## src/rtl/fifo_reader.sv

```systemverilog
// FIFO-to-stream reader: pops an upstream FIFO into a 2-entry skid buffer and emits framed words.
// Optional feature: define FIFO_READER_PARITY_EN to drive outParity with the even parity of outData.
module fifo_reader #(
  parameter int unsigned DataWidth = 64,
  parameter int unsigned FrameLen  = 16
) (
  input  logic                 clk,
  input  logic                 rstN,
  input  logic                 fifoEmpty,
  input  logic [DataWidth-1:0] fifoReadData,
  output logic                 fifoReadEn,
  input  logic                 enable,
  output logic                 outValid,
  input  logic                 outReady,
  output logic [DataWidth-1:0] outData,
  output logic                 outLast,
  output logic                 outParity,
  output logic [15:0]          wordCount
);

  localparam int unsigned CntW = 16;
  localparam logic [CntW-1:0] LastBeat = CntW'(FrameLen - 1);

  localparam logic [1:0] EMPTY = 2'd0;
  localparam logic [1:0] ONE   = 2'd1;
  localparam logic [1:0] TWO   = 2'd2;

  logic [1:0]           state_q, state_d;
  logic [DataWidth-1:0] head_q, head_d;
  logic [DataWidth-1:0] tail_q, tail_d;
  logic [CntW-1:0]      beat_q, beat_d;
  logic [CntW-1:0]      wcnt_q, wcnt_d;

  logic pop;
  logic xfer;

  // Pop only while a buffer slot is guaranteed free; independent of outReady.
  assign fifoReadEn = enable & ~fifoEmpty & (state_q != TWO) & rstN;
  assign pop        = fifoReadEn;
  assign outValid   = (state_q != EMPTY);
  assign xfer       = outValid & outReady;
  assign outData    = head_q;
  assign outLast    = outValid & (beat_q == LastBeat);
  assign wordCount  = wcnt_q;

`ifdef FIFO_READER_PARITY_EN
  assign outParity = ^head_q;
`else
  assign outParity = 1'b0;
`endif

  always_ff @(posedge clk or negedge rstN) begin
    if (!rstN) begin
      state_q <= EMPTY;
      head_q  <= '0;
      tail_q  <= '0;
      beat_q  <= '0;
      wcnt_q  <= '0;
    end else begin
      state_q <= state_d;
      head_q  <= head_d;
      tail_q  <= tail_d;
      beat_q  <= beat_d;
      wcnt_q  <= wcnt_d;
    end
  end

  // Skid-buffer occupancy and entry movement.
  always_comb begin
    state_d = state_q;
    head_d  = head_q;
    tail_d  = tail_q;
    case (state_q)
      EMPTY: begin
        if (pop) begin
          head_d  = fifoReadData;
          state_d = ONE;
        end
      end
      ONE: begin
        if (pop && xfer) begin
          head_d = fifoReadData;
        end else if (pop) begin
          tail_d  = fifoReadData;
          state_d = TWO;
        end else if (xfer) begin
          state_d = EMPTY;
        end
      end
      TWO: begin
        if (xfer) begin
          head_d  = tail_q;
          state_d = ONE;
        end
      end
      default: state_d = EMPTY;
    endcase
  end

  // Frame beat and total word counters advance per output transfer.
  always_comb begin
    beat_d = beat_q;
    wcnt_d = wcnt_q;
    if (xfer) begin
      beat_d = (beat_q == LastBeat) ? '0 : beat_q + CntW'(1);
      wcnt_d = wcnt_q + CntW'(1);
    end
  end

endmodule
```

## config.mk

```make
export PLATFORM = sky130hd
export DESIGN_NAME = fifo_reader
export DESIGN_NICKNAME = d
export VERILOG_FILES = /design/src/rtl/fifo_reader.sv
export SDC_FILE = /design/constraint.sdc
export NUM_CORES = 1
export LEC_CHECK = 0
export CORE_ASPECT_RATIO = 0.7
export CORE_MARGIN = 3
export CORE_UTILIZATION = 55
export DETAILED_ROUTE_END_ITERATION = 16
export GPL_ROUTABILITY_DRIVEN = 0
export MAX_ROUTING_LAYER = met4
export PLACE_DENSITY = 0.91
export SYNTH_ARGS = -nofsm -noshare
export SYNTH_HDL_FRONTEND = slang
export SYNTH_SLANG_ARGS = --single-unit
```

## constraint.sdc

```tcl
create_clock -name clk -period 5.3 [get_ports clk]
set_clock_uncertainty 0.1 [all_clocks]
set_input_delay 1.06 -clock clk [delete_from_list [all_inputs] [get_ports clk]]
set_output_delay 1.06 -clock clk [all_outputs]
set_load 0.03 [all_outputs]
```

==> impl_metrics.yaml <==
run_status:
  status: "complete, no violations"
floorplan:
  io_pins: 153
  initial_core_util: 0.580
  num_rows: 33
  core_area_sq_um: 12100
  die-area_sq_um: 14100
  die_w_microns: 141
  die_y_microns: 100
timing:
  finalCritPeriodShare: 0.716
  slew_headroom: 0.332
  hold_viol: 0
  rsz0062_at_grt: "false"
  setup_viol: 0
  slew_violations: 0
  timing.fmax_mhz: 264
  period_minus_slack_ns: 3.79
  tns_ns: 0
  worst_pin_slew_ns: 1.00
cts:
  clock-root-buffer: "clkbuf_16"
  post_cts_buffers: 0
  htreeDepth: 4
  cts_tree: "done"
  clk_latency_ns: 0.40
  cts_resized: 0
  clkSinkCount: 162
  cts_buffers: 17
  clk_path_buf_depth: 2
  clk_pin_slew_ns: 0.06
  hold_buffers: 0
critical_path:
  crit_path_frequent_cell: "clkdlybuf4s50_1"
  required_ns: 4.14
  crit_arrival_ns: 2.63
  crit_path_end_kind: "primary output"
  start_kind: "primary input"
  worstPathMaxFanout: 6
  cp_cell_sequence: "clkdlybuf4s50_1 -> nand3b_1 -> nor2_1 -> clkdlybuf4s50_1"
  max_stage_delay_ns: 0.68
  cp.buffers_inverters: 2
  path_class: "primary input to primary output"
  cpMaxStageDelayCell: "clkdlybuf4s50_1"
  critical_path.top_delay_family: "buffers and inverters"
final_layout:
  fillers: 743
  multi_input_area_sq_um: 2690
  fin_nets: 778
  synthToLayoutAreaGrowth_pct: 31.2
  seq_area_sq_um: 4050
  antennaDiodeCount: 0
  drive_gt1_frac: 0.0876
detailed_routing:
  wl_per_cell_microns: 17.3
  drt-initial-drc-count: 179
  firstDrtPassIters: 4
  vias_per_cell: 5.49
  vias: 4810
  totalWireLength_microns: 15200
  postRouteAntennaNets: 0
  drcViolationCount: 0
grt:
  antenna_found_initial: 0
  grt_pass1_wl_microns: 25300
  overflow: 0
  grt_max_degree: 84
  track_usage: 0.229
  grt_pass1_vias: 5099
yosys:
  syn-cell-area_sq_um: 6990
  ys_seq_area_frac: 0.580
  synth_seq_cells: 162
  yosysWarnings: 0
  syn-num-nets: 634
  postSynthAreaPerCell_sq_um: 12.4
  synthDistinctLibCells: 41
  synth_cells: 563
power:
  leakagePower_nw: 3.89
  power.total_mw: 4.03
  p_per_area_nw_per_um2: 439
  peakVddDrop_uv: 276
hold_path:
  hold_path_class: "flip-flop to flip-flop"
run:
  max_cap_violations: 0
placement:
  place_hpwl_microns: 10100
  place.port_buffers: 151
[metrics by stage]
stage | std cells | setup slack (ns) | cell area, sq um | hold slack, ns | utilization
2_1_floorplan | 563 | 2.38 | 6990 | 0.347 | -
3_3_place_gp | 845 | 1.52 | 8540 | 0.361 | 0.708
3_5_place_dp | 845 | 1.49 | 8540 | 0.368 | 0.708
4_1_cts | 876 | 1.50 | 9170 | 0.380 | 0.761
5_1_grt | 876 | 1.44 | 9170 | 0.395 | 0.761
6_report | 876 | 1.51 | 9170 | 0.379 | 0.761
[final timing paths]
check	endpoint	slack, ns	cells after the start	startpoint
worst max register to register	outData[6]	2.67	5	state_q[1]
worst min-delay path	beat_q[15]	0.38	1	beat_q[15]
worst max-delay path	fifoReadEn	1.51	4	fifoEmpty
min in group asynchronous	tail_q[7]	0.79	2	rstN
worst min register to register	beat_q[15]	0.38	1	beat_q[15]
max in group asynchronous	tail_q[45]	2.73	3	rstN
[power breakdown]
part	leakage, nW	total, mW	switching [mW]	internal (mW)
clock network	0.306	1.29	0.478	0.815
logic	1.60	1.02	0.549	0.468
registers	1.99	1.72	0.194	1.52
total	3.89	4.03	1.22	2.81
[cell usage in the layout, fill, tap and decap left out, drive strengths merged, types with 4 or more instances in the layout]
cell type / count
dfrtp: 162
clkdlybuf4s50: 150
nor2: 74
a21oi: 67
mux2i: 64
mux2: 64
xnor2: 19
clkbuf: 19
nand2: 13
nand4: 9
xor2: 9
nand3: 8
buf: 8
and3: 6
bufinv: 4
nor4: 4
nor3: 4
inv: 4
clkinv: 4
[registers in the layout, summed over array words and instances, names as in the netlist]
name	flops
beat_q	16
outData	64
state_q	2
tail_q	64
wordCount	16
[Yosys cell counts, drive strengths merged]
cell	count	share of area
and4	1	0.0013
ha	2	0.0036
nor4bb	1	0.0014
buf	33	0.037
nor3	4	0.0036
a21oi	67	0.048
nor3b	2	0.0029
o2111ai	2	0.0034
mux2	64	0.10
or2	2	0.0018
nor4	4	0.0045
nand3	8	0.0057
dfrtp	162	0.58
and3	6	0.0054
nand2	13	0.0070
o21a	1	0.0011
inv	2	0.0011
nand3b	2	0.0021
and2	1	0.00090
o211ai	1	0.0011
xnor2	19	0.024
o22ai	1	0.00090
o31ai	1	0.0018
nor2	74	0.040
o21ai	2	0.0014
a21o	3	0.0032
mux2i	64	0.092
xor2	9	0.011
conb	1	0.00054
nor2b	2	0.0029
nand4	9	0.0081
[layout make-up]
class / count / area share
Tap cell: 157 / 0.0214
Sequential cell: 162 / 0.442
Inverter: 2 / 0.000818
Clock inverter: 12 / 0.0196
Timing Repair Buffer: 158 / 0.173
Clock buffer: 19 / 0.0494
Multi-Input combinational cell: 366 / 0.294
[cells by family (layout without fill, tap and decap cells)]
| kind of cell | count (synthesis) | in the layout | synth area share |
|---|---|---|---|
| mux | 128 | 128 | 0.195 |
| flops | 162 | 162 | 0.580 |
| compound gates | 78 | 78 | 0.0608 |
| fa+ha+maj | 2 | 2 | 0.00358 |
| buf+inv | 35 | 191 | 0.0385 |
| xor+xnor | 28 | 28 | 0.0351 |
| simple gates | 129 | 129 | 0.0871 |
| other cells | 1 | 1 | 0.000536 |
[per-layer routing]
metal / up-vias / global-route usage / wire length, microns
li1: 2250 / - / -
met1: 2428 / 0.298 / 6890
met2: 126 / 0.372 / 7460
met3: 6 / 0.0557 / 759
met4: 0 / 0.0462 / 63
met5: - / - / 0
No activity file was read; power rests on OpenSTA's default activity.
